File: src/rtl/spi_master_core.sv
// Single-byte SPI master, mode 0 (CPOL=0, CPHA=0), MSB first, with a
// programmable SCLK half-period. All outputs are registered.
module spi_master_core #(
  parameter int unsigned DEFAULT_CLK_DIV = 4
) (
  input  logic        clk,
  input  logic        reset,
  input  logic        start,
  input  logic [7:0]  tx_data,
  input  logic [15:0] clk_div_in,
  output logic [7:0]  rx_data,
  output logic        ready,
  output logic        busy,
  output logic        done,
  output logic        irq,
  input  logic        miso,
  output logic        mosi,
  output logic        sclk,
  output logic        cs
);

  typedef enum logic [1:0] {IDLE, LEAD, SHIFT, TRAIL} state_t;

  state_t      state, state_n;
  logic [15:0] cnt, cnt_n;
  logic [15:0] div, div_n;
  logic [2:0]  bit_cnt, bit_cnt_n;
  logic [7:0]  tx_sh, tx_sh_n;
  logic [7:0]  rx_sh, rx_sh_n;
  logic [7:0]  rx_data_n;
  logic        ready_n, busy_n, done_n, irq_n, mosi_n, sclk_n, cs_n;
  logic        half_done;

  always_comb begin
    half_done = (cnt == div - 16'd1);
  end

  always_comb begin
    state_n   = state;
    cnt_n     = cnt + 16'd1;
    div_n     = div;
    bit_cnt_n = bit_cnt;
    tx_sh_n   = tx_sh;
    rx_sh_n   = rx_sh;
    rx_data_n = rx_data;
    ready_n   = ready;
    busy_n    = busy;
    done_n    = 1'b0;
    irq_n     = irq;
    mosi_n    = mosi;
    sclk_n    = sclk;
    cs_n      = cs;

    case (state)
      IDLE: begin
        cnt_n = '0;
        if (start) begin
          tx_sh_n   = tx_data;
          div_n     = (clk_div_in == 16'd0) ? 16'(DEFAULT_CLK_DIV) : clk_div_in;
          bit_cnt_n = '0;
          cs_n      = 1'b0;
          mosi_n    = tx_data[7];
          busy_n    = 1'b1;
          ready_n   = 1'b0;
          irq_n     = 1'b0;
          state_n   = LEAD;
        end
      end
      LEAD: begin
        // First rising edge also samples MISO, so bit 7 is captured here.
        if (half_done) begin
          cnt_n   = '0;
          sclk_n  = 1'b1;
          rx_sh_n = {rx_sh[6:0], miso};
          state_n = SHIFT;
        end
      end
      SHIFT: begin
        if (half_done) begin
          cnt_n = '0;
          if (sclk) begin
            sclk_n = 1'b0;
            if (bit_cnt == 3'd7) begin
              state_n = TRAIL;
            end else begin
              bit_cnt_n = bit_cnt + 3'd1;
              tx_sh_n   = {tx_sh[6:0], 1'b0};
              mosi_n    = tx_sh[6];
            end
          end else begin
            sclk_n  = 1'b1;
            rx_sh_n = {rx_sh[6:0], miso};
          end
        end
      end
      TRAIL: begin
        if (half_done) begin
          cnt_n     = '0;
          cs_n      = 1'b1;
          rx_data_n = rx_sh;
          done_n    = 1'b1;
          irq_n     = 1'b1;
          busy_n    = 1'b0;
          ready_n   = 1'b1;
          state_n   = IDLE;
        end
      end
      default: state_n = IDLE;
    endcase
  end

  always_ff @(posedge clk) begin
    if (!reset) begin
      state   <= IDLE;
      cnt     <= '0;
      div     <= 16'(DEFAULT_CLK_DIV);
      bit_cnt <= '0;
      tx_sh   <= '0;
      rx_sh   <= '0;
      rx_data <= '0;
      ready   <= 1'b1;
      busy    <= 1'b0;
      done    <= 1'b0;
      irq     <= 1'b0;
      mosi    <= 1'b0;
      sclk    <= 1'b0;
      cs      <= 1'b1;
    end else begin
      state   <= state_n;
      cnt     <= cnt_n;
      div     <= div_n;
      bit_cnt <= bit_cnt_n;
      tx_sh   <= tx_sh_n;
      rx_sh   <= rx_sh_n;
      rx_data <= rx_data_n;
      ready   <= ready_n;
      busy    <= busy_n;
      done    <= done_n;
      irq     <= irq_n;
      mosi    <= mosi_n;
      sclk    <= sclk_n;
      cs      <= cs_n;
    end
  end

endmodule

File: config.mk
export PLATFORM = sky130hd
export DESIGN_NAME = spi_master_core
export DESIGN_NICKNAME = d
export VERILOG_FILES = /design/src/rtl/spi_master_core.sv
export SDC_FILE = /design/constraint.sdc
export NUM_CORES = 1
export LEC_CHECK = 0
export ABC_AREA = 1
export CAP_MARGIN = 20
export CORE_MARGIN = 3
export CORE_UTILIZATION = 48
export DETAILED_ROUTE_END_ITERATION = 10
export PLACE_DENSITY = 0.73
export SLEW_MARGIN = 20
export SYNTH_ARGS = -nofsm -noshare
export SYNTH_HDL_FRONTEND = slang
export SYNTH_SLANG_ARGS = --single-unit
File: constraint.sdc
create_clock -name clk -period 2.1 [get_ports clk]
set_clock_uncertainty 0.1 [all_clocks]
set_input_delay 0.315 -clock clk [delete_from_list [all_inputs] [get_ports clk]]
set_output_delay 0.315 -clock clk [all_outputs]
set_load 0.01 [all_outputs]
Word level (Yosys, flattened, before mapping)
Cells that the tools add are included.
{ "op_classes": {"mux": 39, "add_sub_neg": 3, "n_reduce_logical": 14, "eq_ne": 13} }
{ "op_table": {"columns": ["cell", "count"], "rows": [
  ["$mux 16", 2],
  ["$pmux 16 s2", 1],
  ["$mux 7", 4],
  ["$mux 8", 3],
  ["$add 16x1->16 const B", 1],
  ["$eq 16x16->1", 1],
  ["$logic_not 16->1", 1],
  ["$ne 2x2->1 const B", 8],
  ["$pmux 8 s2", 1],
  ["$sub 16x1->16 const B", 1],
  ["$pmux 7 s2", 1],
  ["$mux 2", 6],
  ["$mux 3", 4],
  ["$mux 1", 11],
  ["$pmux 1 s2", 4],
  ["$pmux 2 s4", 1],
  ["$pmux 3 s2", 1],
  ["$reduce_and 2->1", 3],
  ["$reduce_and 3->1", 2],
  ["$reduce_and 6->1", 1],
  ["$reduce_bool 2->1", 3],
  ["$reduce_and 5->1", 1],
  ["$eq 2x2->1 const B", 2],
  ["$reduce_and 4->1", 1],
  ["5 further kinds", 5]
]} }
{ "word_totals": {"output_inout_bits": 15, "register_bits": 66} }

Logic depth before layout (Yosys ltp)
{ "logic_depth": {"ltp_word": 5, "mapped_depth": 19, "depth_no_buf": 19} }

Worst setup path before layout
OpenSTA, ideal clock, no wires.
{ "synth_timing": {"path_type": "register to register", "startpoint": "register div[0]", "endpoint": "register mosi", "path_slack_ps": -68, "period_less_slack_ps": 2168, "n_path_buf": 1, "arrival_ps": 1935, "stages_incl_launch_ff": 17, "path_cell_list": "dfxtp_1 -> inv_1 -> ha_1 -> nand2_2 -> nor2_4 -> nand2_1 -> nand2_1 -> nand2_1 -> nor2_2 -> nand3_2 -> nor2_4 -> nand2_2 -> nand2_4 -> nand3_4 -> buf_6 -> nand2_1 -> a21oi_1"} }
{ "synth_via": {"elab_chain_cells": 4} }
{ "synth_lines": {"columns": ["element", "line_no", "text"], "rows": [
  ["start, declared", "26", "logic [15:0] div, div_n;"],
  ["start signal, assigned", "116", "div <= 16'(DEFAULT_CLK_DIV);"],
  ["start signal, assigned", "131", "div <= div_n;"],
  ["$sub 16x1->16", "35", "half_done = (cnt == div - 16'd1);"],
  ["$eq 16x16->1", "35", null],
  ["$ne 2x2->1 (no line)", null, null],
  ["$reduce_and 5->1 (no line)", null, null],
  ["end signal, assigned", "140", "mosi <= mosi_n;"],
  ["end, declared", "17", "output logic mosi,"]
]} }
Every way passes these cells.
A chain may end at the register's enable or synchronous reset.

Worst setup path in the final report
{ "layout_timing": {"startpoint": "register div[1]", "endpoint": "register bit_cnt[0]"} }
{ "layout_via": {"elab_chain_cells": 4} }
{ "layout_lines": {"columns": ["element", "line_no", "text"], "rows": [
  ["$sub 16x1->16", "35", null],
  ["$eq 16x16->1", "35", null],
  ["$ne 2x2->1 (no line)", null, null],
  ["$reduce_and 5->1 (no line)", null, null],
  ["end signal, assigned", "132", "bit_cnt <= bit_cnt_n;"],
  ["end, declared", "27", "logic [2:0] bit_cnt, bit_cnt_n;"]
]} }
Every way passes these cells.

==> results.py <==
metrics = {
    "global_route": {
        "antenna_found_initial": 0,
        "grt.overflow.total": 0,
        "grt_max_degree": 26,
        "grtUsageTotal": 0.209,
        "grt_pass1_wl_microns": 14500,
        "grt_pass1_vias": 3392,
    },
    "detailed_routing": {
        "vias": 3504,
        "drtAntennaViolNets": 0,
        "dr.first_iter.drc_count": 167,
        "drt-pass1-iter-count": 5,
        "wl_microns": 8420,
        "drc": 0,
        "vias_per_cell": 4.92,
        "wl_per_cell_microns": 11.8,
    },
    "logic_synthesis": {
        "syn_inst": 532,
        "synthesis.area_sq_um": 3520,
        "synth_seq_cells": 66,
        "ys_seq_area_frac": 0.376,
        "ys_async_sr_fraction": 0,
        "synthFlopType": "dfxtp_1",
        "synth_fp_nets": 568,
        "yosysTopAreaCellShare": 0.376,
        "synth_area_leaders": "dfxtp_1, nand2_1, nor2_1, inv_1, a21oi_1",
        "synth_cell_types": 34,
        "synth_edf_count": 0,
        "synth_area_per_cell_sq_um": 6.61,
        "synth-warning-count": 0,
        "synth_top_cell_by_area": "dfxtp_1",
    },
    "worst_setup_path": {
        "reg2reg_from": "div[1]",
        "critPathKind": "reg2reg",
        "cpMaxStageDelayCell": "dfxtp_2",
        "required_ns": 2.21,
        "path_common_cell": "nand2_1",
        "critPathMaxFanout": 10,
        "critPathLaunch": "div[1]",
        "cp_cell_sequence": "inv_2, ha_4, inv_2, nand2_1, nand2_1, nor2_1, nand2_1, nor2_1, nand2_1, nor2_2, nand3_2, nor2_4, nand2_2, nand2_4, nand3_4, buf_12, nand2_1, a21oi_1",
        "critPathCaptureType": "flop",
        "start_kind": "flop",
        "cpLargestDelayFamily": "simple AND/OR/NAND/NOR gates",
        "worstPathArrival_ns": 2.32,
        "critPathMaxStageDelay_ns": 0.34,
        "path_buf_inv": 3,
    },
    "timing": {
        "max_freq_ghz": 0.453,
        "tightest_slew_ns": 0.760,
        "slew_headroom": 0.493,
        "period_share": 1.05,
        "finalHoldViolCount": 0,
        "slew_violations": 0,
        "setup_slack_ns": -0.109,
        "rsz0062_at_grt": "true",
        "min_period_ns": 2.21,
        "setup_violations": 22,
    },
    "floorplan": {
        "die-height_microns": 91.6,
        "initial_utilization": 0.507,
        "coreArea_sq_um": 6940,
        "die-width_microns": 91.6,
        "die_area_sq_um": 8390,
        "pin_count": 43,
        "row_count": 30,
    },
    "cells_and_area": {
        "fin_util": 0.675,
        "layout-drive-gt1-share": 0.188,
        "final.fill_count": 579,
        "final_area_sq_um": 4690,
        "area_delta_synth_final_pct": 33.3,
        "final_cell_count_no_fill": 712,
        "final_nets": 647,
        "diodes": 0,
    },
    "place": {
        "place_hpwl_microns": 6110,
        "gp_congestion": 0.937,
        "dp_cells": 687,
        "dp_slack_ns": -0.163,
        "place_area_sq_um": 4270,
        "numPortBuffers": 42,
    },
    "power_and_ir_drop": {
        "p_leak_nw": 2.13,
        "powerDensity_nw_per_um2": 1010,
        "ir_worst_vdd_v": 0.000644,
    },
    "clock_network": {
        "cts-root-buf": "clkbuf_8",
        "tritoncts": "done",
        "cts_hold_buffers": 0,
        "clk_pin_slew_ns": 0.08,
        "htree_levels": 3,
        "clock_latency_ns": 0.35,
        "cts_num_sinks": 66,
        "numCtsBuffers": 9,
        "max-clock-path-buffers": 2,
    },
    "worst_hold_path": {
        "hp-class": "reg2reg",
        "hold_path_startpoint": "busy",
    },
    "outcome": {
        "status": "complete, but fails checks",
        "failed_checks": "negative setup slack",
    },
    "job": {
        "drv_cap": 0,
    },
}
routing by layer:
layer	global-route usage	share of wire
met3	0.0369	0.037
met1	0.246	0.45
met2	0.372	0.50
met4	0.0879	0.016
met5	0	0
path summary, 6_finish.rpt:
kind | endpoint | slack, ns | depth (start not counted)
min | busy | 0.36 | 2
max reg2reg | bit_cnt[0] | -0.11 | 18
max | bit_cnt[0] | -0.11 | 18
min reg2reg | busy | 0.36 | 2
cells by family (layout without fill, tap and decap cells):
group                    count (synthesis)  in the layout  share of synthesized area
AO/OA/AOI/OAI                           60             60                     0.0946
adder cells (fa/ha/maj)                  8              8                     0.0285
flip-flops                              66             66                      0.376
XOR/XNOR                                13             13                     0.0324
AND/OR/NAND/NOR                        310            310                      0.385
buffers and inverters                   75            159                     0.0836
worst min-delay path: stages (launching register included):
cell,delay (ns)
dfxtp_1,0.32
inv_1,0.05
a21oi_1,0.05
Yosys cell counts, types with 2 or more instances:
master	n
a211oi_1	6
a21oi_1	25
buf_1	3
clkbuf_1	8
dfxtp_1	66
ha_1	8
inv_1	58
inv_2	2
nand2_1	146
nand2_2	4
nand3_1	20
nand3_2	2
nand3b_1	2
nand4_1	8
nor2_1	95
nor2_2	10
nor2_4	4
nor3_1	5
nor3b_1	4
nor4_1	5
o21ai_0	25
or2_2	3
xnor2_1	7
xor2_1	6
flip-flops by register name, indices dropped and copies added (netlist names), 2 cells and up:
| signal | count |
|---|---|
| state | 2 |
| tx_sh | 7 |
| cnt | 16 |
| div | 16 |
| rx_data | 8 |
| rx_sh | 8 |
| bit_cnt | 3 |
stage by stage:
| stage | setup TNS [ns] | hold WS [ns] | total power, mW |
|---|---|---|---|
| 4_1_cts | -1.40 | 0.358 | 4.65 |
| 5_1_grt | -9.02 | 0.379 | 5.07 |
| 3_5_place_dp | -1.25 | 0.339 | 3.30 |
| 2_1_floorplan | 0 | 0.339 | 2.75 |
| 3_3_place_gp | -0.284 | 0.348 | 3.26 |
| 6_report | -1.55 | 0.359 | 4.74 |
final cells by class:
| cell class | count | area [sq um] | share of cell area |
|---|---|---|---|
| inverter | 61 | 231 | 0.0494 |
| clock inverter | 7 | 98.8 | 0.0211 |
| sequential | 66 | 1340 | 0.285 |
| clock buffer | 9 | 124 | 0.0264 |
| tap | 96 | 120 | 0.0256 |
| timing repair buffer | 82 | 769 | 0.164 |
| multi-input combinational | 391 | 2010 | 0.429 |
report_power, final:
group	switching, mW	total [mW]	internal (mW)
clock network	0.549	1.23	0.679
logic	1.09	1.93	0.835
registers	0.151	1.59	1.44
repair_timing:
item                                    CTS  global route
endpoints found under the setup margin   35            50
gates cloned                              0             0
gates resized for setup                   7            30
pin swaps                                 3            11
setup buffers                             4             5
cells in the final DEF (no fill, tap or decap), types with 3 or more instances in the layout:
master           count
nand2_1            140
nor2_1              89
dfxtp_1             59
inv_1               55
clkdlybuf4s50_1     42
buf_4               34
a21oi_1             25
o21ai_0             24
nand3_1             19
nor2_2              15
clkbuf_8             9
nand4_1              8
nand2_2              8
xnor2_1              7
xor2_1               6
a211oi_1             6
ha_1                 6
nor2_4               5
dfxtp_2              5
inv_2                4
nor4_1               4
nand3_2              3
or2_2                3
nand2_4              3
nor3_2               3
inv_6                3
buf_6                3
buf_12               3
No activity file was read; power rests on OpenSTA's default activity.
==> edit 1: new RTL, config.mk and constraints unchanged <==
Re-encode `state_t` (4 states) as one-hot, 4 bits wide.
--- a/src/rtl/spi_master_core.sv
+++ b/src/rtl/spi_master_core.sv
@@ -21,3 +21,3 @@
 
-  typedef enum logic [1:0] {IDLE, LEAD, SHIFT, TRAIL} state_t;
+  typedef enum logic [3:0] {IDLE = 4'b0001, LEAD = 4'b0010, SHIFT = 4'b0100, TRAIL = 4'b1000} state_t;
 
Function: no difference found for any inputs over 10 cycles, from zero or initial values and one cycle with reset low; not proved beyond that.
==> edit 1 against the unedited design <==
- the run still ends with setup timing left
- area after synthesis is 11% higher
- sequential cell count is 2 higher
- power up 31%
- design area is 13% higher
- worst hold slack improved by 0.032 ns
- sequential power rose by 15%
- via count up 15%
- setup slack lost 0.025 ns
- non-clock buffer count rose by 20
- wire length increased by 24%
- largest power group unchanged
==> edit 1: results (changes against the unedited design) <==
** Status
- Status: finished with violations (unchanged).
- Violated checks: setup timing (unchanged).

** STA
- The worst hold slack across all endpoints is 0.391 ns (was 0.359 ns).
- The actual transition at the worst max-transition pin came to 0.640 ns (was 0.760 ns).
- Crit path setup slack, layout :: -0.134 ns (was -0.109 ns)
- Final Setup Violations :: 25 (was 22)

** Min path
- Start point of the worst hold path :: rx_sh[7] (was busy)
- Hold Crit Depth :: 1 (was 2)
- Hold worst-path end :: rx_data[7] (was busy)

** Power and ir drop
- The power drawn by the clock network is 994 uW (was 1230 uW).
- P_comb :: 3390 uW (was 1930 uW)
- Static leakage :: 0.00244 uW (was 0.00213 uW)
- Largest voltage drop on the vdd net :: 625 uV (was 644 uV)

** Placed design
- Post-detailed-placement cell area :: 4760 um^2 (was 4270 um^2)
- The routability congestion estimate is 0.899 (was 0.937).
- The HPWL reported at the end of detailed placement was 7410 um (was 6110 um).
- The placed instance count came to 777 (was 687).

** Cells and area
- The multi-input gate area in the final layout was 2430 um^2 (was 2010 um^2).
- The net count reported at finish was 727 (was 647).
- The sequential share of cell area came to 25.9% (was 28.5%).
- The relative area of non-clock buffer cells in the final design came to 17.0% (was 16.4%).
- The number of buffers outside the clock class in the layout came to 102 (was 82).
- Multi-input combinational cell count :: 439 (was 391)
- Layout cells sized above 1 :: 21.1% (was 18.8%)
- Nonclk inv count :: 75 (was 61)
- The final instance area came to 5280 um^2 (was 4690 um^2).
- Layout fillers :: 683 (was 579)

** Logic synthesis
- The gate count after technology mapping came to 600 (was 532).
- Area contributors post-synth: dfxtp_1 35%, nand2_1 13%, nor2_1 9.4% (was dfxtp_1 38%, nand2_1 16%, nor2_1 10%).
- Nets in the synthesized netlist :: 632 (was 568)
- The distinct cell type count of the synthesized netlist came to 37 (was 34).
- Most frequent cells after synthesis :: 139 x nand2_1, 98 x nor2_1, 72 x inv_1 (was 146 x nand2_1, 95 x nor2_1, 66 x dfxtp_1)

** Routing
- Via-per-instance ratio :: 5.02 (was 4.92)
- The met1 routed wirelength after detailed routing was 4590 um (was 3780 um).
- Met3 WL :: 432 um (was 313 um)

** GRT
- GRT Resource Usage Total :: 23.9% (was 20.9%)
- Met3 track utilization from global routing :: 5.63% (was 3.69%)
- Met1 Use GR :: 28.0% (was 24.6%)
- First-pass GRT wire length :: 17,600 um (was 14,500 um)
- Number of global-route vias before repair :: 3,977 (was 3,392)
- Met2 Usage GRT :: 43.1% (was 37.2%)

** Clock network
- Sink count of the clock tree :: 68 (was 66)

** Setup path
- Cell depth of the worst flop-to-flop path :: 14 (was 18)
- The arrival time of the worst setup path is 2.38 ns (was 2.32 ns).
- Critical path capture point :: tx_sh[4] (was bit_cnt[0])

** Floorplanning
- The die span in x is 96.4 um (was 91.6 um).
[edit 1: worst max-delay path, stage by stage (launching register included)]
cell and delay (ns):
dfxtp_2 0.34, buf_6 0.11, nor2_4 0.13, nand3_1 0.13, inv_1 0.08, nand2_1 0.09
xor2_2 0.17, nand2_1 0.12, nor2_2 0.16, nand3_4 0.13, o21bai_4 0.18, buf_4 0.14
nand2_4 0.09, nor2_1 0.11, nor2_1 0.05
[edit 1: cells by family (layout without fill, tap and decap cells)]
group                      Yosys count  after routing  share of synthesized area [%]
and+or+nand+nor                    326            327                           36.5
buffers and inverters               94            193                           9.83
AOI/OAI and AO/OA                   84             84                           12.3
DFF                                 68             68                           34.7
xor gates and xnor gates            24             24                           5.36
adders and majority gates            4              4                           1.28
[edit 1: repair_timing]
item	in CTS	in global routing
buffers inserted	6	2
hold endpoints to repair	0	0
endpoints found under the setup margin	52	68
cloned	1	0
resized for setup	44	33
pin swaps	11	9
==> edit 2: new RTL, same settings <==
Without the edit above. Register the output `irq` once more; this adds one clock of latency there. The other outputs are not delayed to match.
--- a/src/rtl/spi_master_core.sv
+++ b/src/rtl/spi_master_core.sv
@@ -22,2 +22,4 @@
   typedef enum logic [1:0] {IDLE, LEAD, SHIFT, TRAIL} state_t;
+
+  logic irq_s0;
 
@@ -48,3 +50,3 @@
     done_n    = 1'b0;
-    irq_n     = irq;
+    irq_n     = irq_s0;
     mosi_n    = mosi;
@@ -123,3 +125,3 @@
       done    <= 1'b0;
-      irq     <= 1'b0;
+      irq_s0  <= 1'b0;
       mosi    <= 1'b0;
@@ -138,3 +140,3 @@
       done    <= done_n;
-      irq     <= irq_n;
+      irq_s0  <= irq_n;
       mosi    <= mosi_n;
@@ -145,2 +147,6 @@
 
+  always_ff @(posedge clk) begin
+    irq <= irq_s0;
+  end
+
 endmodule
Behaviour: same outputs for any inputs over 10 cycles, from zero or initial values and one cycle with reset low; that may be too few to reach the edited logic, so the function may still have changed.
==> edit 2 against the unedited design <==
- the run still ends with setup timing left
- global-route usage is 0.54 points higher
- power is 0.32% lower
- setup slack improved by 0.0052 ns
- area after synthesis up 0.57%
- via count increased by 0.31%
- wire length is 3.3% higher
- cell count up 0.28%
- non-clock buffer count increased by 1
- design area grew 0.59%
- sequential cell count up 1
- critical endpoint is now bit_cnt[1]
- largest cell class unchanged
- largest power group unchanged
==> edit 2: results (changes against the unedited design) <==
** STA
- Pin slew with the least headroom to its limit :: 0.834 ns (was 0.760 ns)
- The number of endpoints failing setup at the final stage was 24 (was 22).
- The worst hold slack across all endpoints came to 0.259 ns (was 0.359 ns).
- Crit path setup slack, layout :: -0.103 ns (was -0.109 ns)

** Routing
- Number of DRC markers after the initial detailed-route iteration :: 155 (was 167)
- DRT Wirelength :: 8700 um (was 8420 um)
- Via-per-instance ratio :: 4.92 (about the same)

** Status
- Status: finished with violations (unchanged).
- Violated checks: setup timing (unchanged).

** Logic synthesis
- Nets in the synthesized netlist :: 569 (was 568)
- Area contributors post-synth: dfxtp_1 38%, nand2_1 15%, nor2_1 10% (was dfxtp_1 38%, nand2_1 16%, nor2_1 10%).
- Post-Syn Area per Cell :: 6.64 um^2 (was 6.61 um^2)
- Post-synthesis sequential area ratio :: 37.9% (was 37.6%)

** Cells and area
- Layout fillers :: 615 (was 579)
- Layout cells sized above 1 :: 19.6% (was 18.8%)
- The number of cells in the finished layout apart from fillers came to 714 (was 712).

** Placed design
- Number of placed instances with taps included :: 689 (was 687)
- Pre-CTS setup slack :: -0.210 ns (was -0.163 ns)
- The routability congestion estimate came to 0.917 (was 0.937).

** Power and ir drop
- The leakage power of the design came to 0.00216 uW (was 0.00213 uW).
- Largest voltage drop on the vdd net :: 531 uV (was 644 uV)

** GRT
- The wire length of the first global-routing pass came to 14,700 um (was 14,500 um).
- The global-route total usage across every layer is 21.5% (was 20.9%).
- Met3 track utilization from global routing :: 3.94% (was 3.69%)

** Setup path
- Maximum net fanout on the critical path :: 5 (was 10)
- The arrival time of the worst setup path came to 2.30 ns (was 2.32 ns).
- The cell with the largest stage delay on the worst path is dfxtp_1 (was dfxtp_2).
## edit 2: worst paths after layout
check | cells past startpoint | end | start
min reg2reg | 0 | irq | irq_s0
max reg2reg | 15 | bit_cnt[1] | div[7]
max | 15 | bit_cnt[1] | div[7]
min | 0 | irq | irq_s0
## edit 2: power by group through the flow
stage          clock network (uW)  registers, uW  logic [uW]
5_1_grt                      1180           1620        2250
6_report                     1100           1600        2020
3_3_place_gp                    0           1610        1650
2_1_floorplan                   0           1600        1170
3_5_place_dp                    0           1610        1690
4_1_cts                      1140           1590        1860
## edit 2: cells by family (layout without fill, tap and decap cells)
logic type,after synthesis,in the layout,share of synthesized area (%)
DFF,67,67,37.9
xor gates and xnor gates,13,13,3.22
buffers and inverters,75,159,8.31
and+or+nand+nor,310,311,38.3
adders and majority gates,8,8,2.83
AOI/OAI and AO/OA,60,60,9.41
## edit 2: area by class of cell
class	instances	area share [%]
Multi-Input combinational cell	392	43.1
Sequential cell	67	28.6
Tap cell	96	2.55
Clock buffer	11	3.21
Timing Repair Buffer	83	16.5
Clock inverter	4	1.06
Inverter	61	5.01
## edit 2: layer usage
layer / share of wire, % / wire length, um
met3: 3.6 / 315
met1: 44 / 3840
met5: 0 / 0
met2: 49 / 4290
met4: 2.9 / 252
## edit 2: metrics by stage
step | instance area, um^2 | setup TNS (ns)
finish | 4720 | -0.948
global route | 4720 | -9.62
CTS | 4610 | -1.40
detailed placement | 4280 | -2.83
global placement | 4280 | -0.728
floorplan | 3550 | 0
## edit 2: repair_timing
| action | 4_1_cts | 5_1_grt |
|---|---|---|
| pin swaps | 11 | 7 |
| hold buffers | 0 | 0 |
| gates cloned | 1 | 0 |
| gates resized for setup | 17 | 29 |
| setup buffers | 9 | 0 |
| endpoints found under the setup margin | 33 | 50 |
| hold endpoints to repair | 0 | 0 |
